===== src/rtl/move_gate.sv =====
// Move legality gate: registers per-direction legality from per-cell enable
// grids and arbitrates one move request at a time, with a lockout after each grant.
module move_gate #(
    parameter int ROWS        = 4,
    parameter int COLS        = 6,
    parameter int LOCK_CYCLES = 16,
    parameter int CNT_W       = 16
) (
    input  logic                 clk,
    input  logic                 rst_n,
    input  logic [ROWS*COLS-1:0] up_en_i,
    input  logic [ROWS*COLS-1:0] down_en_i,
    input  logic [ROWS*COLS-1:0] left_en_i,
    input  logic [ROWS*COLS-1:0] right_en_i,
    input  logic                 mode_any_i,
    input  logic                 req_valid_i,
    input  logic [1:0]           req_dir_i,
    output logic                 req_ready_o,
    output logic                 up_en_o,
    output logic                 down_en_o,
    output logic                 left_en_o,
    output logic                 right_en_o,
    output logic                 grant_o,
    output logic                 deny_o,
    output logic [1:0]           grant_dir_o,
    output logic                 busy_o,
    input  logic                 clear_count_i,
    output logic [CNT_W-1:0]     move_count_o,
    output logic [2:0]           state_dbg_o
);

    typedef enum logic [2:0] {
        S_IDLE  = 3'd0,
        S_CHECK = 3'd1,
        S_GRANT = 3'd2,
        S_DENY  = 3'd3,
        S_LOCK  = 3'd4
    } state_t;

    localparam logic [7:0]       LOCK_LOAD = 8'(LOCK_CYCLES);
    localparam logic [CNT_W-1:0] CNT_ONE   = {{(CNT_W-1){1'b0}}, 1'b1};

    state_t           state_q, state_d;
    logic [3:0]       en_q, en_d;          // {right, left, down, up}
    logic [1:0]       dir_q, dir_d;
    logic [1:0]       gdir_q, gdir_d;
    logic [7:0]       lock_q, lock_d;
    logic [CNT_W-1:0] cnt_q, cnt_d;
    logic             sel_en;
    logic             accept;

    // Handshake: a request transfers on the edge where req_valid_i and
    // req_ready_o are both 1; ready is only offered in IDLE while out of reset.
    assign accept = req_valid_i && req_ready_o;

    always_comb begin
        sel_en = 1'b0;
        case (dir_q)
            2'd0:    sel_en = en_q[0];
            2'd1:    sel_en = en_q[1];
            2'd2:    sel_en = en_q[2];
            default: sel_en = en_q[3];
        endcase
    end

    // State register
    always_ff @(posedge clk) begin
        if (!rst_n) begin
            state_q <= S_IDLE;
        end else begin
            state_q <= state_d;
        end
    end

    // Next-state logic
    always_comb begin
        state_d = state_q;
        case (state_q)
            S_IDLE:  if (accept) state_d = S_CHECK;
            S_CHECK: state_d = sel_en ? S_GRANT : S_DENY;
            S_GRANT: state_d = S_LOCK;
            S_DENY:  state_d = S_IDLE;
            S_LOCK:  if (lock_q <= 8'd1) state_d = S_IDLE;
            default: state_d = S_IDLE;
        endcase
    end

    // FSM outputs; gated by rst_n so nothing pulses while reset is held
    always_comb begin
        req_ready_o = 1'b0;
        busy_o      = 1'b0;
        grant_o     = 1'b0;
        deny_o      = 1'b0;
        if (rst_n) begin
            req_ready_o = (state_q == S_IDLE);
            busy_o      = (state_q != S_IDLE);
            grant_o     = (state_q == S_GRANT);
            deny_o      = (state_q == S_DENY);
        end
    end

    // Datapath next-state
    always_comb begin
        en_d[0] = mode_any_i ? |up_en_i    : &up_en_i;
        en_d[1] = mode_any_i ? |down_en_i  : &down_en_i;
        en_d[2] = mode_any_i ? |left_en_i  : &left_en_i;
        en_d[3] = mode_any_i ? |right_en_i : &right_en_i;

        dir_d  = (state_q == S_IDLE && accept) ? req_dir_i : dir_q;
        gdir_d = (state_q == S_CHECK) ? dir_q : gdir_q;

        lock_d = lock_q;
        if (state_q == S_GRANT) begin
            lock_d = LOCK_LOAD;
        end else if (state_q == S_LOCK && lock_q != 8'd0) begin
            lock_d = lock_q - 8'd1;
        end

        cnt_d = cnt_q;
        if (clear_count_i) begin
            cnt_d = '0;
        end else if (grant_o) begin
            cnt_d = cnt_q + CNT_ONE;
        end
    end

    always_ff @(posedge clk) begin
        if (!rst_n) begin
            en_q   <= '0;
            dir_q  <= '0;
            gdir_q <= '0;
            lock_q <= '0;
            cnt_q  <= '0;
        end else begin
            en_q   <= en_d;
            dir_q  <= dir_d;
            gdir_q <= gdir_d;
            lock_q <= lock_d;
            cnt_q  <= cnt_d;
        end
    end

    assign up_en_o      = en_q[0];
    assign down_en_o    = en_q[1];
    assign left_en_o    = en_q[2];
    assign right_en_o   = en_q[3];
    assign grant_dir_o  = gdir_q;
    assign move_count_o = cnt_q;
    assign state_dbg_o  = state_q;

endmodule


===== config.mk =====
export PLATFORM = sky130hd
export DESIGN_NAME = move_gate
export DESIGN_NICKNAME = d
export VERILOG_FILES = /design/src/rtl/move_gate.sv
export SDC_FILE = /design/constraint.sdc
export NUM_CORES = 1
export LEC_CHECK = 0
export BUFFER_PORTS_ARGS = -buffer_cell sky130_fd_sc_hd__buf_2
export CAP_MARGIN = 10
export CORE_MARGIN = 3
export CORE_UTILIZATION = 46
export DETAILED_ROUTE_END_ITERATION = 16
export GPL_TIMING_DRIVEN = 0
export HOLD_SLACK_MARGIN = 0.08
export PLACE_DENSITY = 0.86
export SYNTH_ARGS = -nofsm -noshare
export SYNTH_HDL_FRONTEND = slang
export SYNTH_SLANG_ARGS = --single-unit
export TNS_END_PERCENT = 50

===== constraint.sdc =====
create_clock -name clk -period 3.4 [get_ports clk]
set_input_delay 0 -clock clk [delete_from_list [all_inputs] [get_ports clk]]
set_output_delay 0 -clock clk [all_outputs]
set_load 0.05 [all_outputs]

# [Word level (Yosys, flattened, before mapping)]
# Index checks and enable logic that the tools add are counted.
[totals] ff_bits=35 latchBits=0 mem_bits_rw=0 rom_bits=0 in_bits=103 output_inout_bits=29 word_cells=53 n_memories=0
[classes] add_sub_neg=2 mul=0 div=0 n_lt_le_gt_ge=1 n_eq_ne=8 n_shift=0 muxes=15 bitwise_logic=1 n_reduce_logical=19
[ops] op="AND reduction 24 bit" n=4
[ops] op="OR reduction 24 bit" n=4
[ops] op="adder 16 x 1 -> 16 bit, second input constant" n=1
[ops] op="case mux 3 bit (4 select lines)" n=1
[ops] op="2-to-1 mux 5 bit" n=2
[ops] op="2-to-1 mux 1 bit" n=9
[ops] op="<= comparator 8 x 1 -> 1 bit, second input constant" n=1
[ops] op="nonzero test 8 bit" n=1
[ops] op="subtractor 8 x 1 -> 8 bit, second input constant" n=1
[ops] op="== test 3 x 2 -> 1 bit, second input constant" n=2
[ops] op="2-to-1 mux 3 bit" n=2
[ops] op="!= test 2 bit, second input constant" n=2
[ops] op="OR reduction 2 bit" n=2
[ops] op="== test 3 x 1 -> 1 bit, second input constant" n=1
[ops] op="== test 3 bit, second input constant" n=1
[ops] op="logical AND 1 bit" n=3
[ops] op="logical NOT 3 bit" n=1
[ops] op="case mux 1 bit (3 select lines)" n=1
[ops] op="nonzero test 3 bit" n=1
[ops] op="== test 2 x 1 -> 1 bit, second input constant" n=1
[ops] op="== test 2 bit, second input constant" n=1
[ops] op="logical NOT 2 bit" n=1
[ops] op="AND reduction 2 bit" n=1
[ops] op="nonzero test 2 bit" n=1
[ops] op="NOT 1 bit" n=1

# [Depth between registers and ports, before layout]
# Gate-level depths: netlist of run 1.
[logic_depth] depth_word=5 ltp_mapped=6 mapped_depth_nobuf=6

# [Worst setup path before layout of run 1]
# OpenSTA, ideal clock, no wires.
[synth_timing] kind="register to register" from="reg state_q[1] (netlist: state_dbg_o[1])" to="reg cnt_q[13] (netlist: move_count_o[13])" setup_time_ns=0.071 arrival_ns=2.301 required_time_ns=3.329 path_slack_ns=1.028 stages_incl_launch_ff=7 path_buffers=1 period_less_slack_ns=2.372 path_cell_list="dfxtp_1 > clkbuf_2 > nand4bb_4 > inv_1 > nand4_1 > or4_1 > a21oi_1"
[synth_via] elab_chain_cells=2
[synth_lines] item="start: declaration" line="43" source="state_t state_q, state_d;"
[synth_lines] item="start signal: assignment" line="71" source="state_q <= state_d;"
[synth_lines] item="== test 3 x 2 -> 1 bit" line="97" source="grant_o = (state_q == S_GRANT);"
[synth_lines] item="2-to-1 mux 1 bit" line="94" source="if (rst_n) begin"
[synth_lines] item="via grant_o" line="23" source="output logic grant_o,"
[synth_lines] item="end signal: assignment" line="139" source="cnt_q <= cnt_d;"
[synth_lines] item="end: declaration" line="48" source="logic [CNT_W-1:0] cnt_q, cnt_d;"
# The timed path passes the listed nets, and every way through them passes these cells.
# A chain may end at the register's enable or synchronous reset.

# [Worst setup path in the final report of run 1]
[layout_timing] from="reg state_q[1] (netlist: state_dbg_o[1])" to="reg dir_q[0]"
[layout_via] elab_chain_cells=4
[layout_lines] item="logical NOT 3 bit (*)" line="95, 109"
[layout_lines] item="2-to-1 mux 1 bit" line="94"
[layout_lines] item="logical AND 1 bit" line="54" source="assign accept = req_valid_i && req_ready_o;"
[layout_lines] item="logical AND 1 bit (*)" line="109" source="dir_d = (state_q == S_IDLE && accept) ? req_dir_i : dir_q;"
[layout_lines] item="end signal: assignment" line="136" source="dir_q <= dir_d;"
[layout_lines] item="end: declaration" line="45" source="logic [1:0] dir_q, dir_d;"
# Every way passes the cells marked *; elsewhere a longest branch is shown, timed or not.

==> summary.md, run 1 <==
| Metric | Value |
|---|---|
| Final Max Slew Viols | `0` |
| Unique masters post-synth | `42` |
| Core Box Area | `4144 sq um` |
| Min Hold Slack | `0.08082 ns` |
| Sequential-to-total area share from yosys stat | `34.31%` |
| Clock tree root buffer cell | `clkbuf_8` |
| Synthesized Nets | `364` |
| DR vias | `2604` |
| Overall power | `0.9635 mW` |
| Chip width | `72.63 microns` |
| Met3 Wirelength | `335 microns` |
| DR WL/cell | `13.78 microns` |
| Detailed Route WL | `6311 microns` |
| Post-Syn Instances | `257` |
| Asr flop ratio synth | `0%` |
| Setup TNS | `0 ns` |
| Clk_lat worst skew | `0.29 ns` |
| IO Pins | `132` |
| Initial Util | `49.28%` |
| RSZ-0062 raised after global routing | `no` |
| Outcome | `completed` |
| Max_cap viols | `0` |
| Clock tree buffer depth | `2` |
| Largest net degree at the start of global routing | `11` |
| Post-Synth XOR/XNOR Area | `3.860%` |
| Largest family of logic cells by synthesized area | `simple AND/OR/NAND/NOR gates` |
| Rel. slew slack | `59.18%` |
| Gr usage total | `24.75%` |
| Antenna violations before repair | `0` |
| Drt via density | `5.686` |
| RePlAce Congestion | `0.8569` |
| Port Buffers | `130` |
| Post-CTS Hold Fix Bufs | `13` |
| Worst endpoint data arrival time | `2.79 ns` |
| Fraction of layout cells with a size suffix above 1 | `36.27%` |
| Pre-CTS setup slack | `1.549 ns` |
| Synth Area in Simple Gates | `42.89%` |
| Hold Crit Class | `input pin to register` |
| Tmin final | `2.549 ns` |
| Multiplexer area fraction after synthesis | `3.064%` |
| Clock Skews | `0.005565 ns` |
| Compound-Gate Fraction of Synth Area | `10.85%` |
| VDD IR max | `177.7 uV` |
| Adder-cell area share of the yosys netlist | `2.451%` |
| Full die area | `5274 sq um` |
| Antenna Violating Nets Remaining | `0` |
| Max Fclk | `392.3 MHz` |
| Final setup violation count | `0` |
| DR iter-0 viols | `72` |
| CTS buffer count | `5` |
| Ys flop type | `dfxtp_1` |
| Area Growth Syn to Fin | `46.20%` |
| CP Launch Type | `register` |
| Post-layout net count | `514` |
| Number of flops mapped to enable cells by yosys | `0` |
| Met1 wire length | `2478 microns` |
| Gr ovfl total | `0` |
| Final Hold Viols | `0` |
| DPL Wire Length | `5099 microns` |
| # Post-CTS Setup Buffers | `0` |
| Worst setup path class | `register to register` |
| Syn avg cell area | `7.945 sq um` |
| Worst slew pin tran | `0.6076 ns` |
| Final worst slack | `0.8507 ns` |
| DRC viols | `0` |
| Htree depth | `2` |
| Cts repair resizes | `0` |
| Highest routed layer | `met4` |
| # diodes | `0` |
| Crit path max fanout | `9` |
| Die height | `72.63 microns` |
| Worst EP required | `3.64 ns` |
| Vias in the first global route | `2473` |
| CP Capture Type | `register` |
| Clock Pin Slew Worst Setup and Hold Paths | `0.07 ns` |
| WL met2 | `3374 microns` |
| Tcrit/Tclk final | `74.98%` |
| CTS tree | `built` |
| Power Density | `322.8 nW/um^2` |
| First-pass GRT wire length | `10600 microns` |
| TritonCTS Sinks | `35` |
| Synthesized cell area | `2042 sq um` |
| FF+latch count, synth | `35` |
| Rows | `23` |
| Drt first pass iters | `4` |
| Static Leak | `1.255 nW` |
| Layout Utilization | `72.04%` |
| Yosys synthesis warning count | `0` |
-- final cells by class --
cell class,instances,area [sq um]
clock buffer,8,100.1
tap,50,62.56
buffer,6,26.28
timing repair buffer,143,780.7
inverter,7,26.28
multi-input combinational,209,1289
fill,344,1159
sequential,35,700.7
-- synth_stat cells (all sizes together) (2+ instances only) --
cell	number	area [sq um]
xnor2	3	26.28
buf	2	10.01
inv	6	22.52
nor4b	5	43.79
nor3	6	30.03
or3	8	50.05
and3	2	12.51
or4	3	26.27
nand2b	3	18.77
dfxtp	35	700.7
nor3b	3	27.52
xor2	6	52.55
o21ai	13	65.06
a21oi	17	85.08
or2	2	12.51
a211oi	3	22.52
mux2i	4	40.04
clkbuf	4	16.26
nor4	23	143.9
nor2	31	116.4
nand2	15	56.30
nand3	11	55.05
nand4	33	206.5
ha	4	50.05
-- critical path, stage by stage (launching register included) --
cell and delay [ns]:
dfxtp_1 0.31, clkbuf_2 0.18, nor3_1 0.54, nand3_1 0.17
dlygate4sd3_1 0.59, a21oi_1 0.14, dlygate4sd3_1 0.57
-- per-stage QoR --
stage               std cells  instance area [sq um]
floorplan                 257                   2042
global placement          437                   2755
detailed placement        437                   2755
CTS                       458                   2985
global route              458                   2985
finish                    458                   2985
-- power breakdown --
| part | total, mW | switching, mW | internal (mW) | leakage, nW |
|---|---|---|---|---|
| registers | 0.427 | 0.00721 | 0.419 | 0.284 |
| logic | 0.204 | 0.115 | 0.0890 | 0.920 |
| clock network | 0.333 | 0.149 | 0.185 | 0.0515 |
| total | 0.964 | 0.270 | 0.693 | 1.26 |
-- cells by family (layout without fill, tap and decap cells) --
group,after synthesis,count (layout)
XOR/XNOR,9,9
buffers and inverters,13,164
AND/OR/NAND/NOR,152,152
adder cells (fa/ha/maj),4,4
multiplexers,5,5
AO/OA/AOI/OAI,39,39
flip-flops,35,35
-- flip-flops by register name, summed over array words and instances, names as in the netlist --
| signal | cells |
|---|---|
| move_count_o | 16 |
| lock_q | 8 |
| en_q | 4 |
| state_dbg_o | 3 |
| dir_q | 2 |
| grant_dir_o | 2 |
-- metal layers --
layer	GRT usage, %	vias up
li1	-	1304
met1	27.80	1209
met2	45.29	80
met3	5.647	11
met4	8.811	0
met5	0	-
-- worst paths after layout --
kind / start / endpoint / slack [ns] / cells after the start
worst max-delay path: state_dbg_o[1] / dir_q[0] / 0.85 / 6
worst max register to register: state_dbg_o[1] / dir_q[0] / 0.85 / 6
worst min register to register: move_count_o[15] / move_count_o[15] / 0.49 / 2
worst min-delay path: right_en_i[23] / en_q[3] / 0.08 / 5
-- layout by cell type, fill, tap and decap left out, types with 2 or more instances in the layout --
cell / n
buf_2: 132
dfxtp_1: 35
nand4_1: 33
nor2_1: 31
nor4_1: 23
a21oi_1: 17
nand2_1: 15
o21ai_0: 13
dlygate4sd3_1: 13
nand3_1: 11
or3_1: 8
clkbuf_8: 7
inv_1: 6
nor3_1: 6
xor2_1: 6
nor4b_1: 5
clkbuf_1: 4
mux2i_1: 4
ha_1: 4
nand2b_1: 3
a211oi_1: 3
xnor2_1: 3
and3_1: 2
nor3b_1: 2
or2_2: 2
or4_1: 2
(Power assumes the default switching activity.)
==> run 2, diff against run 1 <==
- ABC_AREA: unset -> 1
- CORE_UTILIZATION: 46 -> 45
- PLACE_DENSITY: 0.86 -> 0.81
- clock period: 3.4 -> 2.5 ns (I/O delays scaled with it)
==> summary.md, run 2 <==
| Metric | Value |
|---|---|
| Outcome | `completed` |
| Asr flop ratio synth | `0%` |
| Clock tree root buffer cell | `clkbuf_8` |
| Post-layout net count | `642` |
| Antenna Violating Nets Remaining | `0` |
| DR vias | `3007` |
| RSZ-0062 raised after global routing | `no` |
| Vias in the first global route | `2831` |
| Top cells by area, synth | `dfxtp_1 30%, nor2_1 17%, nand2_1 12%` |
| Final Hold Viols | `0` |
| Clock power share | `28.1%` |
| Pre-CTS setup slack | `1.023 ns` |
| Ys flop type | `dfxtp_1` |
| Largest net degree at the start of global routing | `11` |
| Tcrit/Tclk final | `74.82%` |
| Depth of the most critical reg-to-reg path | `7` |
| TritonCTS Sinks | `35` |
| Drt via density | `5.003` |
| Sw power | `0.4201 mW` |
| Final Max Slew Viols | `0` |
| Adder-cell area share of the yosys netlist | `2.144%` |
| Worst EP required | `2.66 ns` |
| Area Growth Syn to Fin | `38.21%` |
| Syn avg cell area | `6.002 sq um` |
| Worst endpoint data arrival time | `2.03 ns` |
| # Post-CTS Setup Buffers | `0` |
| Clock Skews | `0.008021 ns` |
| Compound-Gate Fraction of Synth Area | `10.18%` |
| Cts repair resizes | `0` |
| R2R Path Start | `state_dbg_o[1]` |
| FF-to-FF setup slack | `0.63 ns` |
| Most frequent cells after synthesis | `107 x nor2_1, 77 x nand2_1, 42 x inv_1` |
| Sequential-to-total area share from yosys stat | `30.01%` |
| DR WL/cell | `11.39 microns` |
| Htree depth | `2` |
| Power Density | `408.7 nW/um^2` |
| Worst setup path class | `register to register` |
| Hold Crit Class | `input pin to register` |
| Largest area contributor in the netlist | `dfxtp_1` |
| IO Pins | `132` |
| Top-count cell post-synth | `nor2_1` |
| Unique masters post-synth | `27` |
| # diodes | `0` |
| First-pass GRT wire length | `11620 microns` |
| Static Leak | `1.609 nW` |
| Max Fclk | `534.6 MHz` |
| Largest register FFs | `16` |
| Worst slew pin tran | `0.3895 ns` |
| Detailed Route WL | `6843 microns` |
| Full die area | `6089 sq um` |
| Tmin final | `1.871 ns` |
| RR Endpoint | `dir_q[0]` |
| Largest family of logic cells by synthesized area | `simple AND/OR/NAND/NOR gates` |
| P_int | `0.8986 mW` |
| CTS tree | `built` |
| VDD IR max | `255.2 uV` |
| Worst Setup SP | `state_dbg_o[1]` |
| Clk_lat worst skew | `0.28 ns` |
| Final worst slack | `0.6294 ns` |
| Max_cap viols | `0` |
| FF+latch count, synth | `35` |
| RePlAce Congestion | `0.8642` |
| DR iter-0 viols | `103` |
| CP endpoint | `dir_q[0]` |
| Core Box Area | `4880 sq um` |
| Number of flops mapped to enable cells by yosys | `0` |
| Synth Area in Simple Gates | `48.18%` |
| Rel. slew slack | `73.93%` |
| CP Capture Type | `register` |
| Die height | `78.03 microns` |
| Commonest non-fill, non-tap cell in the layout | `buf_2` |
| CP Launch Type | `register` |
| DPL Wire Length | `5670 microns` |
| Gr ovfl total | `0` |
| Crit path max fanout | `6` |
| Clock Pin Slew Worst Setup and Hold Paths | `0.06 ns` |
| Final setup violation count | `0` |
| Top-area cell type share of the netlist area | `30.01%` |
| Logic gate share of total power | `26.9%` |
| Multiplexer area fraction after synthesis | `0%` |
| Chip width | `78.03 microns` |
| Clock tree buffer depth | `2` |
| Post-Synth XOR/XNOR Area | `1.501%` |
| Synthesized Nets | `496` |
| CTS buffer count | `5` |
| Fraction of layout cells with a size suffix above 1 | `27.72%` |
| Most frequent cells in the layout | `133 x buf_2, 107 x nor2_1, 77 x nand2_1` |
| Initial Util | `47.85%` |
| Yosys synthesis warning count | `0` |
| DRC viols | `0` |
| Setup TNS | `0 ns` |
| Post-Syn Instances | `389` |
| Synthesized cell area | `2335 sq um` |
| Drt first pass iters | `4` |
| Rows | `25` |
| Net Sw Frac | `31.86%` |
| Gr usage total | `22.73%` |
| Port Buffers | `131` |
| Antenna violations before repair | `0` |
| Sequential share of power | `45.0%` |
[run 2: cell types whose count changed after synthesis, sizes merged, moves of 7 or more]
cell | before | now
nand3 | 11 | 18
nand2 | 15 | 78
nor4 | 23 | 1
or3 | 8 | 0
inv | 6 | 45
nor2 | 31 | 109
a21oi | 17 | 24
[run 2: final cells by class]
cell class | instances | area [sq um]
Inverter | 45 | 168.9
Tap cell | 67 | 83.83
Multi-Input combinational cell | 306 | 1448
Buffer | 3 | 17.52
Fill cell | 472 | 1653
Clock buffer | 6 | 72.57
Sequential cell | 35 | 700.7
Timing Repair Buffer | 139 | 735.7
[run 2: worst min path at each step]
| stage | start | cells past startpoint | endpoint |
|---|---|---|---|
| after detailed placement | clear_count_i | 2 | move_count_o[4] |
| after global routing | up_en_i[15] | 5 | en_q[0] |
| final | left_en_i[22] | 5 | en_q[2] |
| after global placement | clear_count_i | 2 | move_count_o[4] |
| after CTS | left_en_i[22] | 5 | en_q[2] |
| after floorplan | clear_count_i | 1 | move_count_o[4] |
[run 2: logic make-up after synthesis]
group           count (synthesis)
compound gates                 46
fa+ha+maj                       4
buf+inv                        48
flops                          35
xor+xnor                        4
simple gates                  252
[run 2: through the flow]
step                util [%]  hold slack, ns  area [sq um]  total power [mW]  instances
floorplan                  -         0.07666          2335            0.8020        389
global placement       63.00          0.1774          3074            0.9430        587
detailed placement     63.00          0.1864          3074            0.9493        587
CTS                    66.13         0.08039          3227             1.331        601
global route           66.13          0.1302          3227             1.398        601
finish                 66.13         0.08069          3227             1.319        601
[run 2: routing by layer]
layer | GRT usage [%] | part of all wire (%) | wire [microns] | vias up
met3 | 5.161 | 6.9 | 469 | 20
met2 | 41.18 | 51 | 3477 | 129
met4 | 7.517 | 2.3 | 159 | 0
met1 | 26.24 | 40 | 2737 | 1295
li1 | - | - | - | 1563
met5 | 0 | 0 | 0 | -
[run 2: power by group through the flow]
stage	logic (mW)	clock network, mW	registers [mW]
final	0.355	0.370	0.593
after floorplan	0.148	0	0.654
after global routing	0.398	0.405	0.595
after CTS	0.356	0.382	0.593
after global placement	0.338	0	0.605
after detailed placement	0.344	0	0.606
[run 2: worst max-delay path, cell delays in order, from the launching register on]
cell	delay, ns
dfxtp_1	0.39
nor2_1	0.25
nand2_1	0.13
nor2_1	0.13
nand2_1	0.11
o21ai_0	0.15
a21oi_1	0.05
dlygate4sd3_1	0.55
[run 2: timing repair]
item | in CTS | in global routing
endpoints found under the hold margin | 9 | 0
setup endpoints to repair | 0 | 0
hold buffers | 8 | 0
